## src/rtl/systolic_pkg.sv

```systemverilog
// Shared definitions for the systolic PE blocks: bit-serial adder FSM encodings and limits.
package systolic_pkg;

    localparam logic [1:0] BSA_IDLE = 2'd0;
    localparam logic [1:0] BSA_RUN  = 2'd1;
    localparam logic [1:0] BSA_DONE = 2'd2;

    localparam int unsigned BSA_WIDTH_MAX = 32;

endpackage

```

## src/rtl/fulladd.sv

```systemverilog
// Single-bit full adder cell; the only arithmetic element of the bit-serial adder.
module fulladd (
    input  logic a_i,
    input  logic b_i,
    input  logic c_i,
    output logic s_o,
    output logic c_o
);

    assign s_o = a_i ^ b_i ^ c_i;
    assign c_o = (a_i & b_i) | (c_i & (a_i ^ b_i));

endmodule

```

## src/rtl/bit_serial_add_ctrl.sv

```systemverilog
// Word-level add over one fulladd cell, LSB first, with valid/ready on both sides.
// Optional subtract mode (sub_i port) is enabled by defining BSA_SUBTRACT_EN.
module bit_serial_add_ctrl
    import systolic_pkg::*;
#(
    parameter int unsigned WIDTH = 8
) (
    input  logic             clk,
    input  logic             rst_n,
    input  logic             in_valid_i,
    output logic             in_ready_o,
    input  logic [WIDTH-1:0] op_a_i,
    input  logic [WIDTH-1:0] op_b_i,
    input  logic             c_in_i,
`ifdef BSA_SUBTRACT_EN
    input  logic             sub_i,
`endif
    output logic             out_valid_o,
    input  logic             out_ready_i,
    output logic [WIDTH-1:0] result_o,
    output logic             c_out_o,
    output logic             busy_o
);

    localparam int unsigned CntW = $clog2(WIDTH);
    localparam logic [CntW-1:0] CntLast = CntW'(WIDTH - 1);

    logic [1:0]       state_q, state_d;
    logic [CntW-1:0]  cnt_q, cnt_d;
    logic [WIDTH-1:0] a_sr_q, a_sr_d;
    logic [WIDTH-1:0] b_sr_q, b_sr_d;
    logic [WIDTH-1:0] result_q, result_d;
    logic             carry_q, carry_d;
    logic             c_out_q, c_out_d;
    logic             fa_sum, fa_carry;

    fulladd u_fulladd (
        .a_i (a_sr_q[0]),
        .b_i (b_sr_q[0]),
        .c_i (carry_q),
        .s_o (fa_sum),
        .c_o (fa_carry)
    );

    always_comb begin
        state_d  = state_q;
        cnt_d    = cnt_q;
        a_sr_d   = a_sr_q;
        b_sr_d   = b_sr_q;
        result_d = result_q;
        carry_d  = carry_q;
        c_out_d  = c_out_q;
        case (state_q)
            BSA_IDLE: begin
                // Operands are only looked at here, so X on idle inputs never reaches state.
                if (in_valid_i) begin
                    state_d  = BSA_RUN;
                    cnt_d    = '0;
                    a_sr_d   = op_a_i;
                    result_d = '0;
`ifdef BSA_SUBTRACT_EN
                    b_sr_d   = sub_i ? ~op_b_i : op_b_i;
                    carry_d  = sub_i | c_in_i;
`else
                    b_sr_d   = op_b_i;
                    carry_d  = c_in_i;
`endif
                end
            end
            BSA_RUN: begin
                result_d = {fa_sum, result_q[WIDTH-1:1]};
                a_sr_d   = {1'b0, a_sr_q[WIDTH-1:1]};
                b_sr_d   = {1'b0, b_sr_q[WIDTH-1:1]};
                carry_d  = fa_carry;
                if (cnt_q == CntLast) begin
                    state_d = BSA_DONE;
                    c_out_d = fa_carry;
                end else begin
                    cnt_d = cnt_q + CntW'(1);
                end
            end
            BSA_DONE: begin
                if (out_ready_i) state_d = BSA_IDLE;
            end
            default: state_d = BSA_IDLE;
        endcase
    end

    always_ff @(posedge clk or negedge rst_n) begin
        if (!rst_n) begin
            state_q  <= BSA_IDLE;
            cnt_q    <= '0;
            a_sr_q   <= '0;
            b_sr_q   <= '0;
            result_q <= '0;
            carry_q  <= 1'b0;
            c_out_q  <= 1'b0;
        end else begin
            state_q  <= state_d;
            cnt_q    <= cnt_d;
            a_sr_q   <= a_sr_d;
            b_sr_q   <= b_sr_d;
            result_q <= result_d;
            carry_q  <= carry_d;
            c_out_q  <= c_out_d;
        end
    end

    assign in_ready_o  = (state_q == BSA_IDLE);
    assign out_valid_o = (state_q == BSA_DONE);
    assign busy_o      = (state_q == BSA_RUN) || (state_q == BSA_DONE);
    assign result_o    = result_q;
    assign c_out_o     = c_out_q;

endmodule

```

## config.mk

```make
export PLATFORM = sky130hd
export DESIGN_NAME = bit_serial_add_ctrl
export DESIGN_NICKNAME = d
export VERILOG_FILES = /design/src/rtl/systolic_pkg.sv /design/src/rtl/fulladd.sv /design/src/rtl/bit_serial_add_ctrl.sv
export SDC_FILE = /design/constraint.sdc
export NUM_CORES = 1
export LEC_CHECK = 0
export CELL_PAD_IN_SITES_DETAIL_PLACEMENT = 1
export CELL_PAD_IN_SITES_GLOBAL_PLACEMENT = 1
export CORE_MARGIN = 1
export CORE_UTILIZATION = 38
export DETAILED_ROUTE_END_ITERATION = 10
export PLACE_DENSITY_LB_ADDON = 0.25
export SETUP_SLACK_MARGIN = 0.15
export SYNTH_ARGS = -nofsm -noshare
export SYNTH_HDL_FRONTEND = slang
export SYNTH_HIERARCHICAL = 1
export SYNTH_SLANG_ARGS = --single-unit
```

## constraint.sdc

```tcl
create_clock -name clk -period 2.15 [get_ports clk]
set_clock_uncertainty 0.05 [all_clocks]
set_input_delay 0.3225 -clock clk [delete_from_list [all_inputs] [get_ports clk]]
set_output_delay 0.3225 -clock clk [all_outputs]
set_load 0.005 [all_outputs]
```

==> impl_metrics.py <==
metrics = {
    "timing": {
        "fin_ws_ps": 222,
        "slew_violations": 0,
        "tns_ps": 0,
        "rsz0062_at_grt": "no",
        "hold_violations": 0,
        "fin_crit_ps": 1930,
        "worst_slew_pin_slew_ps": 505,
        "post-route-period-util": 0.897,
        "relSlewSlack": 0.663,
        "setup_viol": 0,
        "hold_ws_ps": 383,
        "fmaxAchievable_ghz": 0.519,
    },
    "worst_setup_path": {
        "setup.worst_path.class": "reg -> out",
        "cp.arrival_ps": 1560,
        "path_max_fanout": 4,
        "r2r_cells": 5,
        "required_ps": 1780,
        "r2r_start": "state_q[1]",
        "critPathLaunch": "state_q[0]",
        "reg2reg_to": "result_o[0]",
        "worstSetupStartpointType": "flip-flop",
        "endpoint_kind": "primary output",
        "rrSetupSlack_ps": 340,
    },
    "global_routing": {
        "grt_max_degree": 46,
        "antenna_found_initial": 0,
        "grt_pass1_wl_um": 5090,
        "first_global_vias": 1108,
        "grt.total_usage": 0.166,
        "overflow": 0,
    },
    "cells_and_area": {
        "fin_util": 0.538,
        "finalInstanceArea_mm2": 0.00198,
        "area_growth_pct": 34.3,
        "drive_gt1_frac": 0.127,
        "stdcell_count": 213,
        "antenna_cells": 0,
        "fin_nets": 192,
        "num-fill-cells": 411,
    },
    "synthesis": {
        "synthTopCellsByCount": "dfrtp_1 (31), nand2_1 (21), o21ai_0 (19)",
        "synth_area_leaders": "dfrtp_1 (53%), mux2i_1 (10%), a22o_1 (6.5%)",
        "yosys_warnings": 6,
        "async_flop_share": 1.00,
        "synthCells": 129,
        "synth_area_mm2": 0.00148,
        "ys_ff_latch": 31,
        "syn_avg_cell_area_um2": 11.4,
        "syn_nets": 157,
        "synth.distinct_cells": 20,
        "synth_top_area_frac": 0.525,
        "synth_edf_count": 0,
        "ys_seq_area_frac": 0.525,
        "ys.flop_type": "dfrtp_1",
        "synth.most_common_cell": "dfrtp_1",
        "yosys.area.top_type": "dfrtp_1",
    },
    "clocking": {
        "cts_hold_buf": 0,
        "cts_root_buf": "clkbuf_8",
        "cts_tree": "built",
        "cts_buffers": 5,
        "post_cts_buffers": 0,
        "clk_latency_ps": 280,
        "clk_pin_slew_ps": 70,
        "htreeDepth": 2,
        "clock_sinks": 31,
        "clockBufferDepth": 2,
    },
    "power": {
        "p_seq_frac": 0.350,
        "power_density_mw_per_mm2": 1450,
        "p_clk_frac": 0.205,
        "sw_frac_of_total": 0.344,
        "p_int_mw": 1.89,
        "p_leak_nw": 0.884,
        "vdd_drop_max_mv": 0.581,
        "power_frac_comb": 0.445,
        "p_switching_mw": 0.993,
        "finalPower_mw": 2.88,
    },
    "run_status": {
        "status": "finished, final reports clean",
    },
    "place": {
        "dp_hpwl_um": 2090,
        "placed_cell_area_mm2": 0.00185,
        "port_buffers": 32,
        "gp_congestion": 0.739,
        "dp.cells": 205,
        "place_ws_ps": 321,
    },
    "floorplanning": {
        "dieArea_mm2": 0.00414,
        "ios": 33,
        "die_x_um": 64.3,
        "initial_core_util": 0.400,
        "core_mm2": 0.00369,
        "die_h_um": 64.3,
        "core.rowCount": 22,
    },
    "detailed_routing": {
        "wire_per_inst_um": 13.8,
        "vias_per_cell": 4.99,
        "drc_errors": 0,
        "drt_pass1_iterations": 3,
        "vias": 1063,
        "wl_um": 2950,
        "ant_nets": 0,
        "drt_iter0_markers": 31,
    },
    "run": {
        "drv_cap": 0,
    },
    "min_path": {
        "min_path_type": "in -> async",
    },
}
==> metal layers <==
metal | up-vias | track usage | wire length, µm
met5 | - | 0 | 0
met4 | 0 | 0.0750 | 69
met3 | 8 | 0.0607 | 166
met2 | 28 | 0.275 | 1460
met1 | 514 | 0.191 | 1250
li1 | 513 | - | -
==> power by group through the flow <==
stage               logic, mW  clock network [mW]  registers, mW
finish                   1.28               0.591           1.01
floorplan               0.853                   0          0.980
global placement         1.20                   0           1.00
CTS                      1.29               0.607           1.01
detailed placement       1.27                   0           1.03
global route             1.44               0.642           1.05
==> how the worst max path moves through the flow <==
| stage | depth (start not counted) | to | slack [ps] |
|---|---|---|---|
| floorplan | 5 | state_q[0] | 530 |
| global placement | 4 | state_q[1] | 340 |
| detailed placement | 4 | state_q[0] | 320 |
| CTS | 3 | in_ready_o | 200 |
| global route | 3 | out_valid_o | 160 |
| finish | 3 | out_valid_o | 220 |
==> flip-flops by register name, summed over array words and instances (netlist names) <==
register and flops:
cnt_q 3, a_sr_q 8, b_sr_q 8, carry_q 1, c_out_o 1, state_q 2, result_o 8
==> critical path, stage by stage (launching register included) <==
cell and delay (ps):
dfrtp_1 410, inv_1 130, ha_1 210, clkdlybuf4s50_1 520
==> cell type report <==
cell class / instances / area, µm² / area share
Tap cell: 48 / 60.1 / 0.0303
Timing Repair Buffer: 36 / 363 / 0.183
Clock inverter: 2 / 35.0 / 0.0177
Clock buffer: 6 / 82.6 / 0.0416
Multi-Input combinational cell: 86 / 652 / 0.329
Inverter: 4 / 15.0 / 0.00757
Sequential cell: 31 / 776 / 0.391
==> cell usage in the layout (no fill, tap or decap) <==
cell             Yosys  routed
a221oi_2             1       1
a22o_1              11      11
and2b_4              1       1
buf_12               0       1
buf_4                0       3
bufinv_16            0       1
clkbuf_8             0       6
clkdlybuf4s50_1      0      32
clkinv_2             0       1
dfrtp_1             31      31
fa_1                 1       1
ha_1                 6       5
ha_4                 0       1
inv_1                3       3
inv_2                1       1
mux2_2               3       3
mux2i_1             15      15
mux2i_4              1       1
nand2_1             21      21
nand2b_1             4       4
nor2b_1              1       1
o21ai_0             19      19
o21ai_1              1       1
or2_2                1       1
==> kinds of logic after synthesis <==
family          share of synthesized area
compound gates                      0.143
flops                               0.525
fa+ha+maj                          0.0644
simple gates                       0.0856
buf+inv                            0.0415
mux                                 0.140
==> repair_timing <==
action / in CTS / in global routing
cloned: 0 / 0
resized for setup: 1 / 1
endpoints found under the setup margin: 1 / 1
(Power assumes the default switching activity.)
